## config.mk

```make
export PLATFORM = sky130hd
export DESIGN_NAME = bzmusic_datapath_flat
export DESIGN_NICKNAME = d
export VERILOG_FILES = /design/src/rtl/bzmusic_if.sv /design/src/rtl/bzmusic_datapath.sv /design/src/flat_wrapper.sv
export SDC_FILE = /design/constraint.sdc
export NUM_CORES = 1
export LEC_CHECK = 0
export CORE_UTILIZATION = 37
export DETAILED_ROUTE_END_ITERATION = 12
export PLACE_DENSITY = 0.54
export SYNTH_ARGS = -nofsm -noshare
export SYNTH_HDL_FRONTEND = slang
export SYNTH_SLANG_ARGS = --single-unit
```

## constraint.sdc

```tcl
create_clock -name clk -period 3.57 [get_ports clk]
set_input_delay 0.8925 -clock clk [delete_from_list [all_inputs] [get_ports clk]]
set_output_delay 0.8925 -clock clk [all_outputs]
set_load 0.1 [all_outputs]
```

## src/rtl/bzmusic_if.sv

```systemverilog
// Strobe/status bundle between the buzzer-music FSM (master) and its datapath (slave).
interface bzmusic_if #(
  parameter int ADDR_W = 6
);
  logic              addr_en;
  logic              addr_rstn;
  logic              tune_pwm_en;
  logic              tune_pwm_rstn;
  logic              beat_cnt_en;
  logic              beat_cnt_rstn;
  logic              addr_finish;
  logic              beat_finish;
  logic              buzzer;
  logic [ADDR_W-1:0] note_addr;

  modport master (
    output addr_en, addr_rstn, tune_pwm_en, tune_pwm_rstn, beat_cnt_en, beat_cnt_rstn,
    input  addr_finish, beat_finish, buzzer, note_addr
  );

  modport slave (
    input  addr_en, addr_rstn, tune_pwm_en, tune_pwm_rstn, beat_cnt_en, beat_cnt_rstn,
    output addr_finish, beat_finish, buzzer, note_addr
  );
endinterface

```

## src/rtl/bzmusic_datapath.sv

```systemverilog
// Buzzer-music datapath: score ROM, note address, tone divider and beat counter, slaved to FSM strobes.
// Optional BZMUSIC_LOOP_EN: score wraps to entry 0 instead of stopping at the end marker.
module bzmusic_datapath #(
  parameter int CLK_HZ      = 50_000_000,
  parameter int BEAT_CYCLES = 12_500_000,
  parameter int SCORE_LEN   = 32,
  parameter int ADDR_W      = 6
) (
  input  logic     clk,
  input  logic     rstn,
  bzmusic_if.slave bus
);

  localparam int TICK_W = (BEAT_CYCLES > 1) ? $clog2(BEAT_CYCLES) : 1;
  localparam int HP_MAX = CLK_HZ / (2 * 262);
  localparam int DIV_W  = ($clog2(HP_MAX + 1) > 17) ? $clog2(HP_MAX + 1) : 17;

  // Score entry = {tone[4:0], beats[2:0]}; beats==0 marks the end of the melody.
  function automatic logic [7:0] rom_rd(input logic [ADDR_W-1:0] a);
    logic [7:0] d;
    d = 8'd0;
    if (int'(a) < SCORE_LEN) begin
      case (int'(a))
        0:       d = {5'd8,  3'd1};
        1:       d = {5'd10, 3'd1};
        2:       d = {5'd12, 3'd2};
        3:       d = {5'd0,  3'd1};
        4:       d = {5'd15, 3'd4};
        default: d = 8'd0;
      endcase
    end
    return d;
  endfunction

  // Every arm is an elaboration-time constant, so this folds into a small lookup table.
  function automatic logic [DIV_W-1:0] half_period(input logic [4:0] t);
    int hp;
    hp = 0;
    case (t)
      5'd1:    hp = CLK_HZ / (2 * 262);
      5'd2:    hp = CLK_HZ / (2 * 294);
      5'd3:    hp = CLK_HZ / (2 * 330);
      5'd4:    hp = CLK_HZ / (2 * 349);
      5'd5:    hp = CLK_HZ / (2 * 392);
      5'd6:    hp = CLK_HZ / (2 * 440);
      5'd7:    hp = CLK_HZ / (2 * 494);
      5'd8:    hp = CLK_HZ / (2 * 523);
      5'd9:    hp = CLK_HZ / (2 * 587);
      5'd10:   hp = CLK_HZ / (2 * 659);
      5'd11:   hp = CLK_HZ / (2 * 698);
      5'd12:   hp = CLK_HZ / (2 * 784);
      5'd13:   hp = CLK_HZ / (2 * 880);
      5'd14:   hp = CLK_HZ / (2 * 988);
      5'd15:   hp = CLK_HZ / (2 * 1047);
      5'd16:   hp = CLK_HZ / (2 * 1175);
      5'd17:   hp = CLK_HZ / (2 * 1319);
      5'd18:   hp = CLK_HZ / (2 * 1397);
      5'd19:   hp = CLK_HZ / (2 * 1568);
      5'd20:   hp = CLK_HZ / (2 * 1760);
      5'd21:   hp = CLK_HZ / (2 * 1976);
      default: hp = 0;
    endcase
    return DIV_W'(hp);
  endfunction

  logic [ADDR_W-1:0] addr;
  logic [7:0]        note_reg;
  logic [7:0]        rom_data;
  logic              end_reached;
  logic [TICK_W-1:0] tick_cnt;
  logic [2:0]        beat_idx;
  logic              tick_wrap;
  logic              beat_done;
  logic [DIV_W-1:0]  div_cnt;
  logic [DIV_W-1:0]  tone_hp;
  logic              tone_valid;
  logic              buzzer_q;

  assign rom_data    = rom_rd(addr);
  assign end_reached = (addr == ADDR_W'(SCORE_LEN)) || (rom_data[2:0] == 3'd0);

  // Address / note register
  always_ff @(posedge clk or negedge rstn) begin
    if (!rstn) begin
      addr     <= '0;
      note_reg <= '0;
    end else if (!bus.addr_rstn) begin
      addr     <= '0;
      note_reg <= '0;
    end else if (bus.addr_en) begin
      if (!end_reached) begin
        note_reg <= rom_data;
        addr     <= addr + 1'b1;
      end
`ifdef BZMUSIC_LOOP_EN
      else begin
        note_reg <= rom_rd('0);
        addr     <= ADDR_W'(1);
      end
`endif
    end
  end

  // Beat counter: note lasts beats*BEAT_CYCLES enabled cycles
  assign tick_wrap = (tick_cnt == TICK_W'(BEAT_CYCLES - 1));
  assign beat_done = bus.beat_cnt_en && tick_wrap && (beat_idx == (note_reg[2:0] - 3'd1));

  always_ff @(posedge clk or negedge rstn) begin
    if (!rstn) begin
      tick_cnt <= '0;
      beat_idx <= '0;
    end else if (!bus.beat_cnt_rstn) begin
      tick_cnt <= '0;
      beat_idx <= '0;
    end else if (bus.beat_cnt_en) begin
      if (tick_wrap) begin
        tick_cnt <= '0;
        beat_idx <= beat_done ? 3'd0 : beat_idx + 3'd1;
      end else begin
        tick_cnt <= tick_cnt + 1'b1;
      end
    end
  end

  // Tone divider: buzzer toggles once every half period; rests hold it low
  assign tone_hp    = half_period(note_reg[7:3]);
  assign tone_valid = (tone_hp != '0);

  always_ff @(posedge clk or negedge rstn) begin
    if (!rstn) begin
      div_cnt  <= '0;
      buzzer_q <= 1'b0;
    end else if (!bus.tune_pwm_rstn) begin
      div_cnt  <= '0;
      buzzer_q <= 1'b0;
    end else if (bus.tune_pwm_en) begin
      if (!tone_valid) begin
        div_cnt  <= '0;
        buzzer_q <= 1'b0;
      end else if (div_cnt == tone_hp - 1'b1) begin
        div_cnt  <= '0;
        buzzer_q <= ~buzzer_q;
      end else begin
        div_cnt  <= div_cnt + 1'b1;
      end
    end
  end

`ifdef BZMUSIC_LOOP_EN
  assign bus.addr_finish = 1'b0;
`else
  assign bus.addr_finish = end_reached;
`endif
  assign bus.beat_finish = beat_done;
  assign bus.buzzer      = buzzer_q;
  assign bus.note_addr   = addr;

endmodule

```

## src/flat_wrapper.sv

```systemverilog
// flat-port wrapper written by rule: the top's interface ports become plain ports
module bzmusic_datapath_flat 
#(
  parameter int CLK_HZ      = 50_000_000,
  parameter int BEAT_CYCLES = 12_500_000,
  parameter int SCORE_LEN   = 32,
  parameter int ADDR_W      = 6
)
  (clk, rstn, bus_addr_en, bus_addr_rstn, bus_tune_pwm_en, bus_tune_pwm_rstn, bus_beat_cnt_en, bus_beat_cnt_rstn, bus_addr_finish, bus_beat_finish, bus_buzzer, bus_note_addr);
  bzmusic_if #(.ADDR_W(ADDR_W)) bus_i ();
  input  logic clk;
  input  logic rstn;
  input wire logic [$bits(bus_i.addr_en)-1:0] bus_addr_en;
  input wire logic [$bits(bus_i.addr_rstn)-1:0] bus_addr_rstn;
  input wire logic [$bits(bus_i.tune_pwm_en)-1:0] bus_tune_pwm_en;
  input wire logic [$bits(bus_i.tune_pwm_rstn)-1:0] bus_tune_pwm_rstn;
  input wire logic [$bits(bus_i.beat_cnt_en)-1:0] bus_beat_cnt_en;
  input wire logic [$bits(bus_i.beat_cnt_rstn)-1:0] bus_beat_cnt_rstn;
  output wire logic [$bits(bus_i.addr_finish)-1:0] bus_addr_finish;
  output wire logic [$bits(bus_i.beat_finish)-1:0] bus_beat_finish;
  output wire logic [$bits(bus_i.buzzer)-1:0] bus_buzzer;
  output wire logic [$bits(bus_i.note_addr)-1:0] bus_note_addr;
  assign bus_i.addr_en = bus_addr_en;
  assign bus_i.addr_rstn = bus_addr_rstn;
  assign bus_i.tune_pwm_en = bus_tune_pwm_en;
  assign bus_i.tune_pwm_rstn = bus_tune_pwm_rstn;
  assign bus_i.beat_cnt_en = bus_beat_cnt_en;
  assign bus_i.beat_cnt_rstn = bus_beat_cnt_rstn;
  assign bus_addr_finish = bus_i.addr_finish;
  assign bus_beat_finish = bus_i.beat_finish;
  assign bus_buzzer = bus_i.buzzer;
  assign bus_note_addr = bus_i.note_addr;
  bzmusic_datapath #(.CLK_HZ(CLK_HZ), .BEAT_CYCLES(BEAT_CYCLES), .SCORE_LEN(SCORE_LEN), .ADDR_W(ADDR_W)) u_core (.clk(clk), .rstn(rstn), .bus(bus_i));
endmodule
```

Word level (Yosys, flattened, before mapping)
Memory sizes are Yosys's and may differ from the RTL's.
Index checks and enable logic that the tools add are counted.
{ "classes": {"n_addsub": 6, "n_lt_le_gt_ge": 1, "n_eq_ne": 14, "muxes": 23, "n_bitwise": 1, "reduce_logical": 9} }
{ "op_table": {"columns": ["cell", "n"], "rows": [
  ["24-bit two-way mux", 3],
  ["17-bit two-way mux", 4],
  ["7-bit case mux with 5 select lines", 1],
  ["24-bit by 1-bit adder with 24-bit output (second input constant)", 1],
  ["24-bit == test (second input constant)", 1],
  ["8-bit two-way mux", 3],
  ["6-bit two-way mux", 3],
  ["17-bit by 1-bit adder with 17-bit output (second input constant)", 1],
  ["17-bit == test", 1],
  ["17-bit nonzero test", 1],
  ["17-bit by 1-bit subtractor with 17-bit output (second input constant)", 1],
  ["6-bit by 2-bit == test with 1-bit output (second input constant)", 2],
  ["3-bit two-way mux", 4],
  ["2-bit != test (second input constant)", 4],
  ["7-bit two-way mux", 1],
  ["6-bit by 1-bit adder with 6-bit output (second input constant)", 1],
  ["6-bit by 1-bit == test with 1-bit output (second input constant)", 1],
  ["6-bit by 3-bit == test with 1-bit output (second input constant)", 1],
  ["6-bit == test (second input constant)", 1],
  ["6-bit zero test", 1],
  ["6-bit < comparator (second input constant)", 1],
  ["2-bit AND reduction", 3],
  ["1-bit two-way mux", 4],
  ["3-bit by 1-bit adder with 3-bit output (second input constant)", 1],
  ["8 further kinds", 9]
]} }
{ "totals": {"register_bits": 59, "romBits": 544, "inputBits": 8, "output_inout_bits": 9, "mem_count": 1} }
{ "memory_table": {"columns": ["name", "words", "width", "rd", "rd_ports_with_merged_regs", "write_ports", "line_no", "text"], "rows": [
  ["(name not given)", 32, 17, 1, 0, 0, "bzmusic_datapath.sv:39", "case (t)"]
]} }

Depth between registers and ports, before layout
{ "depth": {"word_depth": 8, "mapped_depth": 17} }

Worst setup path before layout
Ideal clock, no wire load.
{ "synth_path": {"path_type": "register to register", "start": "register u_core.note_reg[3]", "end": "register u_core.div_cnt[7]", "setup_time_ns": 0.119, "t_arrival_ns": 3.709, "path_slack_ns": -0.258, "stages_incl_launch_ff": 18, "cell_sequence": "dfrtp_1 > inv_1 > ha_1 > clkbuf_1 > nand2b_1 > a21oi_1 > nor2_1 > ha_1 > buf_1 > a21boi_0 > a32oi_1 > or3_1 > a221o_1 > nor4_4 > o2111ai_4 > a21oi_4 > buf_8 > nor2_2"} }
{ "synth_via": {"elab_chain_len": 7, "word_cells_on_any_way": 8, "classes_between": "add/sub (1); eq/ne (1); mux (4); reduce/logical (1); memory (1)"} }
{ "synth_lines": {"columns": ["item", "line_no", "text"], "rows": [
  ["from (decl)", "bzmusic_datapath.sv:67", "logic [7:0] note_reg;"],
  ["from (signal assigned)", "bzmusic_datapath.sv:92", "note_reg <= rom_data;"],
  ["memory read 32 x 17 bit (*)", null, null],
  ["17-bit by 1-bit subtractor with 17-bit output", "bzmusic_datapath.sv:140", "end else if (div_cnt == tone_hp - 1'b1) begin"],
  ["17-bit == test", "bzmusic_datapath.sv:140", null],
  ["17-bit two-way mux", "bzmusic_datapath.sv:140", null],
  ["17-bit two-way mux (*)", "bzmusic_datapath.sv:137", "if (!tone_valid) begin"],
  ["17-bit two-way mux (*)", "bzmusic_datapath.sv:136", "end else if (bus.tune_pwm_en) begin"],
  ["17-bit two-way mux (*)", "bzmusic_datapath.sv:133", "end else if (!bus.tune_pwm_rstn) begin"],
  ["to (signal assigned)", "bzmusic_datapath.sv:144", "div_cnt <= div_cnt + 1'b1;"],
  ["to (decl)", "bzmusic_datapath.sv:74", "logic [DIV_W-1:0] div_cnt;"]
]} }
Every way passes the cells marked *; elsewhere a longest branch is shown, timed or not. The select of a mux whose other input is x is not followed.
A chain may end at the register's enable or synchronous reset.

Worst setup path after layout
{ "layout_path": {"start": "register u_core.note_reg[4]", "end": "register u_core.div_cnt[2]"} }
The elaborated chain is that of the path after synthesis.

==> impl_metrics.tcl <==
set metrics [dict create \
    status "complete, no violations" \
    power_frac_comb_pct 41.9 \
    seq_area_frac_synth_pct 32.52 \
    cts_buffer_depth 2 \
    cts_root_buffer "clkbuf_16" \
    drc 0 \
    vias 3798 \
    max_slew_margin_pct 31.73 \
    synth_flop_cell "dfrtp_1" \
    ant_nets 0 \
    worstMarginPinSlew_ps 1024 \
    rows 39 \
    grt_pass1_wl_mm 18.26 \
    clkTransAtPathRegs_ps 50 \
    largestRegisters "u_core.tick_cnt x24, u_core.div_cnt x17" \
    worstPathArrival_ps 3550 \
    routed_wl_mm 10.65 \
    final_hold_viol_count 0 \
    cts_tree "built" \
    synth_area_leaders "dfrtp_1 (33%), nand2_1 (5.4%), xnor2_1 (5.0%)" \
    ios 17 \
    async_flop_share_pct 100.0 \
    place_inst 678 \
    largest_reg_flops 24 \
    dp_hpwl_mm 8.029 \
    irDropWorstVdd_v 0.0004490 \
    setup-violations-final 0 \
    grt_max_degree 44 \
    synth_cell_types 73 \
    power_frac_clock_pct 34.3 \
    synth_fp_nets 534 \
    first_global_vias 3660 \
    worstPathRequired_ps 3780 \
    grt_usage_pct 18.60 \
    drive_gt1_share_pct 16.85 \
    synth_warnings 0 \
    start_kind "flip-flop" \
    yosys_register_bits 57 \
    end_kind "flip-flop" \
    critPathKind "flip-flop to flip-flop" \
    nets 572 \
    start_util_pct 38.24 \
    n_antenna_cell 0 \
    regMostFlops "u_core.tick_cnt" \
    firstDrtPassIters 4 \
    place_area_sq_mm 0.004841 \
    fin_worst_skew_ps 5.005 \
    fp.dieH_microns 110.9 \
    detail_route.wl_per_cell_microns 15.32 \
    syn_avg_cell_area_sq_um 8.616 \
    htreeDepth 3 \
    yosysMostFrequentCell "nand2_1" \
    hold_path.class "flip-flop to flip-flop" \
    max_freq_mhz 298.8 \
    gp_congestion 0.8357 \
    path_max_fanout 9 \
    overflow 0 \
    finalNonFillerCells 695 \
    tns_ps 0 \
    antenna_found_initial 0 \
    fin_area_sq_mm 0.005240 \
    synth.top_cell.area_share_pct 32.52 \
    clock_sinks 57 \
    areaGrowthSynthToFinish_pct 19.49 \
    port_buffers 16 \
    netlist_top_cells_count "nand2_1 (63), dfrtp_1 (57), nor2_1 (41)" \
    yosys.area.top_type "dfrtp_1" \
    core_sq_mm 0.01147 \
    cts_buffers 9 \
    clk_latency_ps 340 \
    finish.utilization_pct 45.70 \
    nFillCells 1108 \
    synth_cells 509 \
    hold_buffers 0 \
    drtIter0Drc 181 \
    die_w_microns 110.9 \
    netSwitchingFraction_pct 35.48 \
    seq_power_share_pct 23.8 \
    power_switching_uw 1096 \
    viasPerCell 5.465 \
    rsz0062_at_grt "yes" \
    dieArea_sq_mm 0.01229 \
    max_cap_viol_count 0 \
    leakage_uw 0.002193 \
    fin_crit_sh_pct 93.73 \
    slew_violations 0 \
    synthesis.area_sq_mm 0.004385 \
    synth_edf_count 0 \
    power_density_mw_per_mm2 589.6 \
    p_int_uw 1993 \
    min_period_ps 3346 \
]
[repair_timing]
action | in CTS | in global routing
gates resized for setup | 0 | 3
setup buffers | 0 | 1
setup endpoints to repair | 0 | 17
[cells in the final DEF (no fill, tap or decap), types with 10 or more instances in the layout]
cell	netlist	routed
ha_1	17	16
nor2_2	10	10
and3_1	16	16
a21oi_1	22	22
dfrtp_1	57	56
o21ai_0	34	34
buf_4	1	41
xor2_1	16	16
nand2_1	63	63
inv_1	20	18
and2_1	10	10
nand3_1	21	21
xnor2_1	25	25
nor2b_1	11	11
nor2_1	41	41
[critical path, stage by stage (launching register included)]
cell and delay (ps):
dfrtp_2 400, buf_4 170, ha_1 210, buf_4 160, mux4_2 540, o2111ai_1 220
nor4b_4 110, a31o_2 270, a2111oi_4 420, o2111ai_4 240, buf_4 210, a31oi_1 150
o22ai_1 110
[through the flow]
| step | total power [uW] | setup WS, ps | hold slack, ps |
|---|---|---|---|
| global route | 3285 | -18.41 | 547.1 |
| global placement | 1998 | 152.1 | 496.9 |
| detailed placement | 2010 | 77.50 | 505.9 |
| finish | 3089 | 223.7 | 509.0 |
| CTS | 3089 | 66.91 | 511.1 |
| floorplan | 1691 | 10.96 | 465.0 |
[layer usage]
layer / up-vias / track usage (%) / routed length, microns
li1: 1886 / - / -
met4: 0 / 7.467 / 178
met2: 45 / 28.86 / 4871
met5: - / 0 / 0
met3: 13 / 3.827 / 313
met1: 1854 / 25.27 / 5286
[layout make-up]
cell class,instances,area (sq um),area share (%)
multi-input combinational,409,2778,53.01
sequential,57,1428,27.24
timing repair buffer,50,412.9,7.880
clock buffer,9,225.2,4.298
tap,143,178.9,3.415
clock inverter,7,142.6,2.722
inverter,20,75.07,1.433
[final timing paths]
kind / startpoint / slack (ps) / endpoint / depth (start not counted)
max in group asynchronous: rstn / 2020 / u_core.note_reg[4] / 2
min in group asynchronous: rstn / 740 / u_core.tick_cnt[3] / 1
worst max register to register: u_core.note_reg[4] / 220 / u_core.div_cnt[2] / 12
worst min-delay path: u_core.tick_cnt[13] / 510 / u_core.tick_cnt[13] / 1
worst max-delay path: u_core.note_reg[4] / 220 / u_core.div_cnt[2] / 12
worst min register to register: u_core.tick_cnt[13] / 510 / u_core.tick_cnt[13] / 1
[power groups by stage]
stage               logic [uW]  clock network (uW)  registers, uW
finish                    1300                1060            735
global route              1430                1110            743
CTS                       1270                1080            735
detailed placement        1260                   0            747
global placement          1250                   0            745
floorplan                  920                   0            771
[kinds of logic after synthesis]
logic type / Yosys count / share of synthesized area [%]
multiplexers: 12 / 5.136
flip-flops: 57 / 32.53
buffers and inverters: 43 / 4.764
AND/OR/NAND/NOR: 228 / 27.19
AO/OA/AOI/OAI: 111 / 17.35
XOR/XNOR: 41 / 8.188
adder cells (fa/ha/maj): 17 / 4.850
Note: power is estimated with default switching activity, not from simulation.
